**config.mk**
```make
export PLATFORM = sky130hd
export DESIGN_NAME = shared_bus_arbiter
export DESIGN_NICKNAME = d
export VERILOG_FILES = /design/src/rtl/bus_arb_pkg.sv /design/src/rtl/shared_bus_arbiter_rr_pick.sv /design/src/rtl/shared_bus_arbiter.sv
export SDC_FILE = /design/constraint.sdc
export NUM_CORES = 1
export LEC_CHECK = 0
export ABC_AREA = 1
export CORE_MARGIN = 4
export CORE_UTILIZATION = 40
export DETAILED_ROUTE_END_ITERATION = 6
export SKIP_CTS_REPAIR_TIMING = 1
export SLEW_MARGIN = 20
export SYNTH_ARGS = -nofsm -noshare
export SYNTH_HDL_FRONTEND = slang
export SYNTH_SLANG_ARGS = --single-unit
```
**constraint.sdc**
```tcl
create_clock -name clk -period 2.4 [get_ports clk]
set_input_delay 0.72 -clock clk [delete_from_list [all_inputs] [get_ports clk]]
set_output_delay 0.72 -clock clk [all_outputs]
set_load 0.02 [all_outputs]
```
**src/rtl/bus_arb_pkg.sv**
```systemverilog
// Shared definitions for the shared-bus arbiter.
//   arb_state_t : FSM encoding (IDLE=0, GRANT=1, TURN=2)
//   MAX_REQ     : widest requester vector supported by rr_pick
//   IDX_W       : width of requester indices (owner, round-robin pointer)
//   rr_pick     : round-robin one-hot pick of the first request at or after ptr
package bus_arb_pkg;

  typedef enum logic [1:0] {
    IDLE  = 2'd0,
    GRANT = 2'd1,
    TURN  = 2'd2
  } arb_state_t;

  localparam int MAX_REQ = 8;
  localparam int IDX_W   = 3;

  // Rotate the request vector so ptr sits at bit 0, take the lowest set bit,
  // then rotate that single bit back into requester numbering.
  function automatic logic [MAX_REQ-1:0] rr_pick(input logic [MAX_REQ-1:0] req,
                                                 input logic [IDX_W-1:0]   ptr,
                                                 input int                 nreq);
    logic [MAX_REQ-1:0] rot;
    logic [MAX_REQ-1:0] onehot;
    logic [IDX_W-1:0]   pos;
    logic               found;
    rot    = '0;
    onehot = '0;
    found  = 1'b0;
    for (int k = 0; k < MAX_REQ; k++) begin
      pos = IDX_W'((int'(ptr) + k) % nreq);
      if (k < nreq) rot[k] = req[pos];
    end
    for (int k = 0; k < MAX_REQ; k++) begin
      pos = IDX_W'((int'(ptr) + k) % nreq);
      if (!found && rot[k]) begin
        onehot[pos] = 1'b1;
        found       = 1'b1;
      end
    end
    return onehot;
  endfunction

endpackage

```
**src/rtl/shared_bus_arbiter_rr_pick.sv**
```systemverilog
// rr_priority_pick: combinational round-robin selector.
//   req    in  NREQ   request vector
//   ptr    in  IDX_W  highest-priority requester index
//   onehot out NREQ   selected requester (one-hot, zero when none)
//   idx    out IDX_W  binary index of the selected requester
//   any    out 1      at least one request pending
import bus_arb_pkg::*;

module rr_priority_pick #(
  parameter int NREQ = 4
) (
  input  logic [NREQ-1:0]  req,
  input  logic [IDX_W-1:0] ptr,
  output logic [NREQ-1:0]  onehot,
  output logic [IDX_W-1:0] idx,
  output logic             any
);

  logic [MAX_REQ-1:0] pick_w;

  always_comb begin
    pick_w = rr_pick(MAX_REQ'(req), ptr, NREQ);
    onehot = pick_w[NREQ-1:0];
    idx    = '0;
    for (int k = 0; k < NREQ; k++) begin
      if (pick_w[k]) idx = IDX_W'(k);
    end
    any = |pick_w;
  end

endmodule

```
**src/rtl/shared_bus_arbiter.sv**
```systemverilog
// shared_bus_arbiter: round-robin owner selection for a tri-state shared bus,
// with bounded hold time, an all-off turnaround gap between owners and an
// optional park driver that keeps the idle bus from floating.
//   clk     in  1     rising-edge clock
//   rst     in  1     synchronous active-high reset
//   req     in  NREQ  level requests
//   last    in  NREQ  owner's final beat (only the owner's bit is used)
//   gnt     out NREQ  one-hot grant
//   oe      out NREQ  driver enables (identical to gnt)
//   park_oe out 1     park driver enable
//   owner   out 3     current holder index (meaningful while busy)
//   busy    out 1     a grant is active
//   preempt out 1     one-cycle pulse after a hold-time expiry
import bus_arb_pkg::*;

module shared_bus_arbiter #(
  parameter int NREQ     = 4,
  parameter int MAXHOLD  = 8,
  parameter int TURN_CYC = 1,
  parameter int PARK     = 1
) (
  input  logic             clk,
  input  logic             rst,
  input  logic [NREQ-1:0]  req,
  input  logic [NREQ-1:0]  last,
  output logic [NREQ-1:0]  gnt,
  output logic [NREQ-1:0]  oe,
  output logic             park_oe,
  output logic [IDX_W-1:0] owner,
  output logic             busy,
  output logic             preempt
);

  localparam int BW = $clog2(MAXHOLD) + 1;
  localparam int TW = $clog2(TURN_CYC) + 1;
  localparam logic [BW-1:0] HOLD_LAST = BW'(MAXHOLD - 1);
  localparam logic [TW-1:0] TURN_LOAD = TW'(TURN_CYC - 1);
  localparam logic          PARK_EN   = (PARK != 0);

  arb_state_t       state_q, state_d;
  logic [BW-1:0]    beat_q, beat_d;
  logic [TW-1:0]    turn_q, turn_d;
  logic [IDX_W-1:0] ptr_q, ptr_d;
  logic [NREQ-1:0]  gnt_q, gnt_d;
  logic             park_q, park_d;
  logic [IDX_W-1:0] owner_q, owner_d;
  logic             busy_q, busy_d;
  logic             preempt_q, preempt_d;

  logic [NREQ-1:0]  pick_onehot;
  logic [IDX_W-1:0] pick_idx;
  logic             pick_any;

  logic own_last, own_req, expire, arb_now;

  rr_priority_pick #(.NREQ(NREQ)) u_pick (
    .req    (req),
    .ptr    (ptr_q),
    .onehot (pick_onehot),
    .idx    (pick_idx),
    .any    (pick_any)
  );

  always_comb begin
    state_d   = state_q;
    beat_d    = beat_q;
    turn_d    = turn_q;
    ptr_d     = ptr_q;
    gnt_d     = gnt_q;
    park_d    = park_q;
    owner_d   = owner_q;
    busy_d    = busy_q;
    preempt_d = 1'b0;

    // Masking with the grant ignores last/req from anyone but the owner.
    own_last = |(last & gnt_q);
    own_req  = |(req & gnt_q);
    expire   = (beat_q == HOLD_LAST);
    arb_now  = (state_q == IDLE) || ((state_q == TURN) && (turn_q == '0));

    case (state_q)
      GRANT: begin
        if (own_last || !own_req || expire) begin
          state_d   = TURN;
          gnt_d     = '0;
          busy_d    = 1'b0;
          park_d    = 1'b0;
          turn_d    = TURN_LOAD;
          ptr_d     = (owner_q == IDX_W'(NREQ - 1)) ? '0 : owner_q + 1'b1;
          // Expiry only counts as preemption when the owner still wanted the bus.
          preempt_d = expire && !own_last && own_req;
        end else if (beat_q != '1) begin
          beat_d = beat_q + 1'b1;
        end
      end
      TURN: begin
        if (turn_q != '0) turn_d = turn_q - 1'b1;
      end
      default: ;
    endcase

    // Final turnaround cycle arbitrates exactly like IDLE.
    if (arb_now) begin
      if (pick_any) begin
        state_d = GRANT;
        gnt_d   = pick_onehot;
        owner_d = pick_idx;
        busy_d  = 1'b1;
        park_d  = 1'b0;
        beat_d  = '0;
      end else begin
        state_d = IDLE;
        gnt_d   = '0;
        busy_d  = 1'b0;
        park_d  = PARK_EN;
      end
    end
  end

  always_ff @(posedge clk) begin
    if (rst) begin
      state_q   <= IDLE;
      beat_q    <= '0;
      turn_q    <= '0;
      ptr_q     <= '0;
      gnt_q     <= '0;
      park_q    <= PARK_EN;
      owner_q   <= '0;
      busy_q    <= 1'b0;
      preempt_q <= 1'b0;
    end else begin
      state_q   <= state_d;
      beat_q    <= beat_d;
      turn_q    <= turn_d;
      ptr_q     <= ptr_d;
      gnt_q     <= gnt_d;
      park_q    <= park_d;
      owner_q   <= owner_d;
      busy_q    <= busy_d;
      preempt_q <= preempt_d;
    end
  end

  assign gnt     = gnt_q;
  assign oe      = gnt_q;
  assign park_oe = park_q;
  assign owner   = owner_q;
  assign busy    = busy_q;
  assign preempt = preempt_q;

endmodule

```
==> reports/results.ini <==
[power]
leakagePower_nw = 0.718
clock_power_share_pct = 6.8
internal_power_mw = 1.04
pwr_density_cell_mw_per_mm2 = 1410
pwr-share-seq_pct = 20.5
post-layout-total-power_mw = 2.12
peakVddDrop_mv = 0.695
power_frac_comb_pct = 72.7
netSwitchingFraction_pct = 51.2
power_switching_mw = 1.09

[sta]
setup_viol = 0
fmax_mhz = 446
finalClockSkew_ns = 0.000757
final.setup.worst_slack_ns = 0.157
unrepaired_setup_endpoints_after_global_routing = false
drv_slew = 0
finalCritPeriodShare_pct = 93.4
min_period_ns = 2.24
hold_vio_cnt_final = 0
whs_ns = 0.485

[grt]
globalRouteOverflowTotal = 0
first_pass_grt_wire_length_mm = 4.91
grt.met2_usage_pct = 25.7
met3_usage_pct = 4.68
globalRoute.busiestLayer = met2
antenna_found_initial = 0
grt_max_degree = 11
first_global_vias = 1107
grtUsageTotal_pct = 15.1
grtUsageMet1_pct = 18.4

[placed_design]
placedInstanceArea_mm2 = 0.00148
cells_after_dpl = 233
post-dp-hpwl_mm = 2.26
gp_congestion = 0.914
port_buffers = 22
pre_cts_ws_ns = -0.137

[setup_path]
worst_path_max_delay_cell = sky130_fd_sc_hd__clkdlybuf4s50_1
crit_arrival_ns = 2.44
reg2reg_from = ptr_q[1]
path_depth = 14
endpoint_kind = flop
worst_setup_path_start_kind = input pin
timing.critical_path.cells = clkdlybuf4s50_1, nand2_1, nand3_4, nand2_4, nand2_4, inv_2, nand3_1, nand3_2, nor2_2, nand2_4, nor2_2, nor2_2, nand2_1, inv_1
reg2reg_setup_slack_ns = 0.24
timing.critical_path.required_ns = 2.60
cp_num_buf_inv = 3
critical_path.max_fanout = 5
critPathTopFamily = simple AND/OR/NAND/NOR gates
cp-startpoint = req[3]
worst_r2r_path_depth = 15
worstSetupPathType = in2reg
worst_path_largest_cell_delay_ns = 0.54

[logic_synthesis]
netlist_top_cells_area = sky130_fd_sc_hd__dfxtp_1 (27%), sky130_fd_sc_hd__nand2_1 (14%), sky130_fd_sc_hd__nand3_1 (13%)
post_synth.cell_area_avg_um2 = 6.76
synthFlopType = sky130_fd_sc_hd__dfxtp_1
synthesis.nets = 194
synthDistinctLibCells = 27
synth-async-reset-ratio_pct = 0
yosysWarningCount = 0
synthCells = 177
syn-cell-area_mm2 = 0.00120
synth_largest_area_cell = sky130_fd_sc_hd__dfxtp_1
synth.top_cell.area_share_pct = 26.8
synth_sequential_area_ratio_pct = 26.8
synth_edf_count = 0
ys_ff_latch = 16

[drt]
route.antenna.remaining_nets = 0
detail_route.wirelength_mm = 2.82
drt-vias-per-instance = 5.13
num_vias = 1211
detail_route.iter0.violations = 69
wire_per_inst_um = 12.0
post-route-drc-count = 0
dr.pass1.iters = 4

[die]
core-area_mm2 = 0.00281
floorplan.die_area_mm2 = 0.00393
die_w_um = 62.7
die_h_um = 62.7
floorplan.io_pins = 24
initial_core_util_pct = 42.6
rows = 19

[clock_network]
max-clock-path-buffers = 2
clk_root_buffer_cell = sky130_fd_sc_hd__clkbuf_4
cts_inserted_buffers = 3
clock_tree.htree_level_count = 1
cts.sink_count = 16
clkLatencyLatePin_ns = 0.28
cts_tree = yes
clkTransAtPathRegs_ns = 0.09

[job]
maxCapViolCount = 0

[hold_path]
min_from = park_oe
timing.hold.worst_path_depth = 2
hold_path_class = reg2reg

[layout]
postLayoutCellArea_mm2 = 0.00150
diodes = 0
drive_above_1_share_pct = 16.1
area_growth_pct = 25.7
design.final.nets = 224
layout.area.seq_um2 = 320
fillers = 275
multi_input_area_um2 = 752
final-instance-count-excl-fill = 236

[status]
outcome = finished, final reports clean

cells by family after synthesis:
kind of cell / Yosys count / share of synthesized area (%)
flops: 16 / 26.8
other cells: 1 / 0.314
compound gates: 16 / 7.53
buf+inv: 28 / 10.4
fa+ha+maj: 7 / 7.32
xor+xnor: 2 / 1.46
simple gates: 107 / 46.2
cell type report:
| cell class | count | area share (%) |
|---|---|---|
| Inverter | 22 | 5.49 |
| Tap cell | 31 | 2.58 |
| Clock buffer | 3 | 1.50 |
| Timing Repair Buffer | 31 | 19.1 |
| Sequential cell | 16 | 21.3 |
| Multi-Input combinational cell | 133 | 50.0 |
flip-flops by register name, indices dropped and copies added (netlist names):
name,cells
ptr_q,2
park_oe,1
owner,2
preempt,1
beat_q,4
state_q,2
gnt,4
worst paths after layout:
kind / to
worst max register to register: state_q[0]
worst max-delay path: state_q[0]
worst min-delay path: park_oe
worst min register to register: park_oe
cell usage after synthesis, types with 3 or more instances:
library cell,count
sky130_fd_sc_hd__nor2_2,4
sky130_fd_sc_hd__nor2_1,9
sky130_fd_sc_hd__buf_4,5
sky130_fd_sc_hd__dfxtp_1,16
sky130_fd_sc_hd__nand3_1,31
sky130_fd_sc_hd__nand2_4,3
sky130_fd_sc_hd__nand2_2,4
sky130_fd_sc_hd__ha_1,7
sky130_fd_sc_hd__a21oi_1,8
sky130_fd_sc_hd__nand2_1,46
sky130_fd_sc_hd__inv_1,17
sky130_fd_sc_hd__inv_2,4
sky130_fd_sc_hd__o21ai_0,5
routing by layer:
metal	vias to the layer above	part of all wire, %
met1	541	47
li1	631	-
met4	0	0.92
met5	-	0
met2	35	47
met3	4	5.3
metrics by stage:
| stage | setup TNS, ns | utilization (%) |
|---|---|---|
| 3_3_place_gp | -0.578 | 52.8 |
| 6_report | 0 | 53.6 |
| 2_1_floorplan | 0 | - |
| 4_1_cts | 0 | 53.6 |
| 3_5_place_dp | -0.803 | 52.8 |
| 5_1_grt | 0 | 53.6 |
cell usage in the layout (no fill, tap or decap), drive strengths merged:
| cell | Yosys | layout |
|---|---|---|
| nand2 | 53 | 53 |
| a21oi | 9 | 9 |
| nor2 | 14 | 14 |
| xor2 | 2 | 2 |
| dfxtp | 16 | 16 |
| nand3b | 3 | 3 |
| ha | 7 | 7 |
| buf | 5 | 9 |
| clkdlybuf4s50 | 0 | 22 |
| nor3 | 2 | 2 |
| nand3 | 34 | 34 |
| o21ai | 5 | 5 |
| a221oi | 1 | 1 |
| nand4 | 1 | 1 |
| inv | 21 | 21 |
| conb | 1 | 1 |
| a211oi | 1 | 1 |
| clkinv | 1 | 1 |
| clkbuf | 1 | 3 |
worst min-delay path: cells and delay by family (launching register included):
| family | cells | cell delay [ns] |
|---|---|---|
| AND/OR/NAND/NOR | 2 | 0.12 |
| flip-flops | 1 | 0.33 |
power by group through the flow:
stage	Clock, mW	Sequential (mW)	Combinational, mW
global placement	0	0.439	1.53
detailed placement	0	0.443	1.54
global route	0.161	0.451	1.73
CTS	0.147	0.437	1.55
finish	0.144	0.435	1.54
floorplan	0	0.509	1.02
(Power assumes the default switching activity.)
